`src/rtl/peripheral_bridge.sv`:
```
// CPU-to-peripheral bridge: decodes one of four slots, issues a single shared command,
// waits for the slot's ready pulse (or times out) and returns a one-cycle CPU response.
module peripheral_bridge #(
  parameter int unsigned TIMEOUT     = 255,
  parameter logic [3:0]  SLOT_ENABLE = 4'b1111
) (
  input  logic         i_clock,
  input  logic         i_reset,
  input  logic         i_cpu_request,
  input  logic         i_cpu_rw,
  input  logic [9:0]   i_cpu_address,
  input  logic [31:0]  i_cpu_wdata,
  output logic [31:0]  o_cpu_rdata,
  output logic         o_cpu_ready,
  output logic         o_cpu_error,
  output logic [3:0]   o_pb_request,
  output logic         o_pb_rw,
  output logic [5:0]   o_pb_address,
  output logic [31:0]  o_pb_wdata,
  input  logic [3:0]   i_pb_ready,
  input  logic [127:0] i_pb_rdata
);

  localparam logic [15:0] LastCount = 16'(TIMEOUT - 1);
  localparam logic [31:0] ErrorData = 32'hDEADBEEF;

  typedef enum logic [1:0] {StIdle, StWait, StResp} state_e;

  state_e      state_q, state_d;
  logic [1:0]  slot_q, slot_d;
  logic        pb_rw_q, pb_rw_d;
  logic [5:0]  pb_address_q, pb_address_d;
  logic [31:0] pb_wdata_q, pb_wdata_d;
  logic [15:0] count_q, count_d;
  logic [31:0] rdata_q, rdata_d;
  logic        error_q, error_d;

  logic        slot_ready;
  logic [31:0] slot_rdata;
  logic        unused_addr;

  assign unused_addr = ^i_cpu_address[1:0];
  assign slot_ready  = i_pb_ready[slot_q];
  assign slot_rdata  = i_pb_rdata[{slot_q, 5'b00000} +: 32];

  always_comb begin
    state_d      = state_q;
    slot_d       = slot_q;
    pb_rw_d      = pb_rw_q;
    pb_address_d = pb_address_q;
    pb_wdata_d   = pb_wdata_q;
    count_d      = count_q;
    rdata_d      = rdata_q;
    error_d      = error_q;
    case (state_q)
      StIdle: begin
        if (i_cpu_request) begin
          slot_d       = i_cpu_address[9:8];
          pb_rw_d      = i_cpu_rw;
          pb_address_d = i_cpu_address[7:2];
          pb_wdata_d   = i_cpu_wdata;
          count_d      = 16'd0;
          if (SLOT_ENABLE[i_cpu_address[9:8]]) begin
            state_d = StWait;
          end else begin
            state_d = StResp;
            rdata_d = ErrorData;
            error_d = 1'b1;
          end
        end
      end
      StWait: begin
        // Ready takes precedence over a timeout landing on the same edge.
        if (slot_ready) begin
          rdata_d = pb_rw_q ? 32'd0 : slot_rdata;
          error_d = 1'b0;
          state_d = StResp;
        end else if (count_q == LastCount) begin
          rdata_d = ErrorData;
          error_d = 1'b1;
          state_d = StResp;
        end else begin
          count_d = count_q + 16'd1;
        end
      end
      StResp:  state_d = StIdle;
      default: state_d = StIdle;
    endcase
  end

  always_ff @(posedge i_clock) begin
    if (i_reset) begin
      state_q      <= StIdle;
      slot_q       <= 2'd0;
      pb_rw_q      <= 1'b0;
      pb_address_q <= 6'd0;
      pb_wdata_q   <= 32'd0;
      count_q      <= 16'd0;
      rdata_q      <= 32'd0;
      error_q      <= 1'b0;
    end else begin
      state_q      <= state_d;
      slot_q       <= slot_d;
      pb_rw_q      <= pb_rw_d;
      pb_address_q <= pb_address_d;
      pb_wdata_q   <= pb_wdata_d;
      count_q      <= count_d;
      rdata_q      <= rdata_d;
      error_q      <= error_d;
    end
  end

  // Request drops in the ready cycle so a single-cycle peripheral sees one request edge.
  always_comb begin
    o_pb_request = 4'b0000;
    if (state_q == StWait && !slot_ready) o_pb_request = 4'b0001 << slot_q;
  end

  assign o_cpu_ready  = (state_q == StResp);
  assign o_cpu_error  = o_cpu_ready & error_q;
  assign o_cpu_rdata  = rdata_q;
  assign o_pb_rw      = pb_rw_q;
  assign o_pb_address = pb_address_q;
  assign o_pb_wdata   = pb_wdata_q;

endmodule

```
`config.mk`:
```
export PLATFORM = sky130hd
export DESIGN_NAME = peripheral_bridge
export DESIGN_NICKNAME = d
export VERILOG_FILES = /design/src/rtl/peripheral_bridge.sv
export SDC_FILE = /design/constraint.sdc
export NUM_CORES = 1
export LEC_CHECK = 0
export BUFFER_PORTS_ARGS = -buffer_cell sky130_fd_sc_hd__clkbuf_2
export CAP_MARGIN = 0
export CORE_MARGIN = 2
export CORE_UTILIZATION = 37
export CTS_CLUSTER_DIAMETER = 150
export DETAILED_ROUTE_END_ITERATION = 12
export PLACE_DENSITY = 0.65
export SETUP_SLACK_MARGIN = 0.2
export SLEW_MARGIN = 20
export SYNTH_ARGS = -nofsm -noshare
export SYNTH_HDL_FRONTEND = slang
export SYNTH_SLANG_ARGS = --single-unit
```
`constraint.sdc`:
```
create_clock -name i_clock -period 2.6 [get_ports i_clock]
set_clock_uncertainty 0.2 [all_clocks]
set_input_delay 0.26 -clock i_clock [delete_from_list [all_inputs] [get_ports i_clock]]
set_output_delay 0.26 -clock i_clock [all_outputs]
set_load 0.05 [all_outputs]
```
==> impl_metrics.json <==
{
  "outcome": "completed",
  "grt_pass1_vias": 4792,
  "relSlewSlack_pct": 45.94,
  "worstPathMaxFanout": 6,
  "die_w_um": 116.9,
  "start_util_pct": 37.64,
  "max_cap_violations": 0,
  "synth_edf_count": 0,
  "clkSinkCount": 92,
  "timing.rr.end": "count_q[5]",
  "fin_tns_setup_ns": 0,
  "synth_top_family_by_area": "simple AND/OR/NAND/NOR gates",
  "grt_max_degree": 53,
  "worstPathArrival_ns": 2.30,
  "max_freq_mhz": 447.2,
  "fp.dieH_um": 116.9,
  "ys_warn_count": 0,
  "place_congestion": 0.9204,
  "grt_usage_pct": 21.50,
  "avgSynthCellArea_um2": 9.500,
  "fp-row-count": 41,
  "async_flop_share_pct": 0,
  "critPathSlowestCell": "nor4_2",
  "whs_path_depth": 2,
  "ant_nets": 0,
  "cp.buffers_inverters": 1,
  "dieArea_um2": 13650,
  "synthesis.area_um2": 4712,
  "synth_xor_area_share_pct": 0,
  "synthMuxAreaShare_pct": 15.96,
  "r2r_cells": 6,
  "final_max_slew_viol_count": 0,
  "drive_above_1_share_pct": 45.01,
  "p_leak_nw": 2.985,
  "antenna_found_initial": 0,
  "synth_cell_types": 49,
  "nets": 957,
  "startpoint_type": "flop",
  "crit_type": "flop to flop",
  "synth-seq-cells": 92,
  "syn-num-nets": 676,
  "clk_pin_slew_worst_paths_ns": 0.06,
  "insertion_delay_ns": 0.34,
  "clk_path_buf_depth": 2,
  "wire_per_inst_um": 16.06,
  "timing.final.ws_setup_ns": 0.3638,
  "path_cells": "nand3_1, or2_4, nor4_2, buf_4, nor2_1, a31oi_1",
  "reg2reg_from": "count_q[5]",
  "cts_made_buffers": 9,
  "syn-instance-count": 496,
  "final_common_cell": "clkbuf_2",
  "ff2ff_setup_slack_ns": 0.36,
  "grt_pass1_wl_um": 22960,
  "dr_total_vias": 4920,
  "tightest_slew_ns": 0.8098,
  "route.detailed.drc": 0,
  "layout_common_cells": "251 x clkbuf_2, 97 x nand2_1, 90 x dfxtp_1",
  "yosys.area_share.simple_pct": 18.67,
  "end_kind": "flop",
  "cp_top_family": "simple AND/OR/NAND/NOR gates",
  "fin_crit_sh_pct": 86.01,
  "period_needed_ns": 2.236,
  "place.port_buffers": 252,
  "final_core_util_pct": 54.82,
  "grt.overflow.total": 0,
  "hpwl_um": 11070,
  "synthAdderAreaFrac_pct": 0.5311,
  "cts_tree": "yes",
  "setup_viol": 0,
  "cts-root-buf": "clkbuf_16",
  "finalWirelength_um": 15320,
  "yosysSeqAreaShare_pct": 39.09,
  "rsz0062_at_grt": "no",
  "pwr_density_cell_nw_per_um2": 592.8,
  "min_path_type": "input port to flop",
  "finalHoldViolCount": 0,
  "diodes": 0,
  "core_um2": 12520,
  "synth_compound_area_share_pct": 18.51,
  "h-tree-depth": 3,
  "holdPathEnd": "count_q[1]",
  "first_pass_iters": 4,
  "via_per_inst": 5.157,
  "min_from": "i_reset",
  "cp_slowest_stage_delay_ns": 0.54,
  "ios": 255,
  "drt_iter0_drc": 291,
  "crit_required_ns": 2.66,
  "vdd_ir_drop_max_uv": 396.8,
  "pre_cts_slack_ns": 0.1905,
  "cts_setup_buffers": 0,
  "area_delta_synth_final_pct": 45.62,
  "hold_slack_ns": 0.1578,
  "ys.flop_type": "dfxtp_1"
}
## worst max-delay path by stage
stage                    start              end  slack (ns)  cells past startpoint
global placement     slot_q[1]       count_q[7]        0.30                      5
global route        count_q[5]       count_q[7]        0.21                      6
finish              count_q[5]       count_q[5]        0.36                      6
floorplan            slot_q[0]  o_pb_request[0]        0.21                      4
CTS                 count_q[6]   o_cpu_rdata[0]        0.24                      6
detailed placement   slot_q[1]       count_q[5]        0.19                      5
## layout make-up
type | count | area (um^2)
well taps | 172 | 215.2
clock buffers | 10 | 229.0
flip-flops and latches | 92 | 1844
inverters | 28 | 105.1
clock inverters | 6 | 111.4
fillers | 1147 | 5655
multi-input cells | 338 | 2554
repair buffers | 308 | 1803
## timing repair
item                                    CTS  global route
endpoints found under the setup margin    1            25
resized for setup                         1             4
hold buffers                             41             0
endpoints found under the hold margin    41             0
## sequential cells by signal, indices dropped and copies added (netlist names)
name          cells
o_pb_wdata       32
slot_q            2
count_q          16
o_pb_address      6
o_cpu_rdata      32
error_q           1
o_pb_rw           1
state_q           2
## cell families (layout without fill, tap and decap cells)
| kind of cell | Yosys count | count (layout) |
|---|---|---|
| adder cells (fa/ha/maj) | 2 | 2 |
| multiplexers | 35 | 35 |
| buffers and inverters | 66 | 352 |
| AO/OA/AOI/OAI | 117 | 117 |
| AND/OR/NAND/NOR | 184 | 184 |
| flip-flops | 92 | 92 |
## where the power goes
part	internal (mW)	leakage (nW)	switching (mW)
combinational	0.393	2.07	0.616
clock	0.942	0.163	0.567
sequential	1.49	0.752	0.0567
## through the flow
step / instance area, um^2 / instances / power, mW
after CTS: 6852 / 954 / 4.101
after global placement: 6096 / 897 / 2.514
after global routing: 6862 / 954 / 4.235
after floorplan: 4723 / 496 / 2.239
after detailed placement: 6096 / 897 / 2.537
final: 6862 / 954 / 4.068
## routing by layer
metal  GRT usage, %  vias up  share of wire, %
li1               -     2337                 -
met1          25.53     2336                40
met2          36.88      212                50
met3          4.737       35               6.8
met4          10.51        0               3.0
met5              0        -                 0
## synthesized netlist by cell type (2+ instances only)
master     n  share of area, %
nor3_1     5              0.53
or2_1      2              0.27
nand2b_1  25               3.3
ha_1       2              0.53
a221oi_1   5              0.93
inv_1     28               2.2
buf_6      4              0.96
mux2i_1    2              0.42
nor4_1     5              0.66
a21oi_1   55               5.8
o41ai_1    2              0.37
nor2b_1    3              0.40
o21ai_0   12               1.3
o31ai_1   14               2.2
clkbuf_1  22               1.8
dfxtp_1   92                39
nand3_1    8              0.85
mux4_2    32                15
nor2_1    14               1.1
nand4_1    7              0.93
a31oi_1    3              0.40
nand2_1   97               7.7
buf_12     2              0.85
and3_1     2              0.27
buf_2      5              0.53
or2_2      3              0.40
nor3b_1    2              0.32
and2_1     4              0.53
a221oi_2  19               6.1
Note: power is estimated with default switching activity, not from simulation.
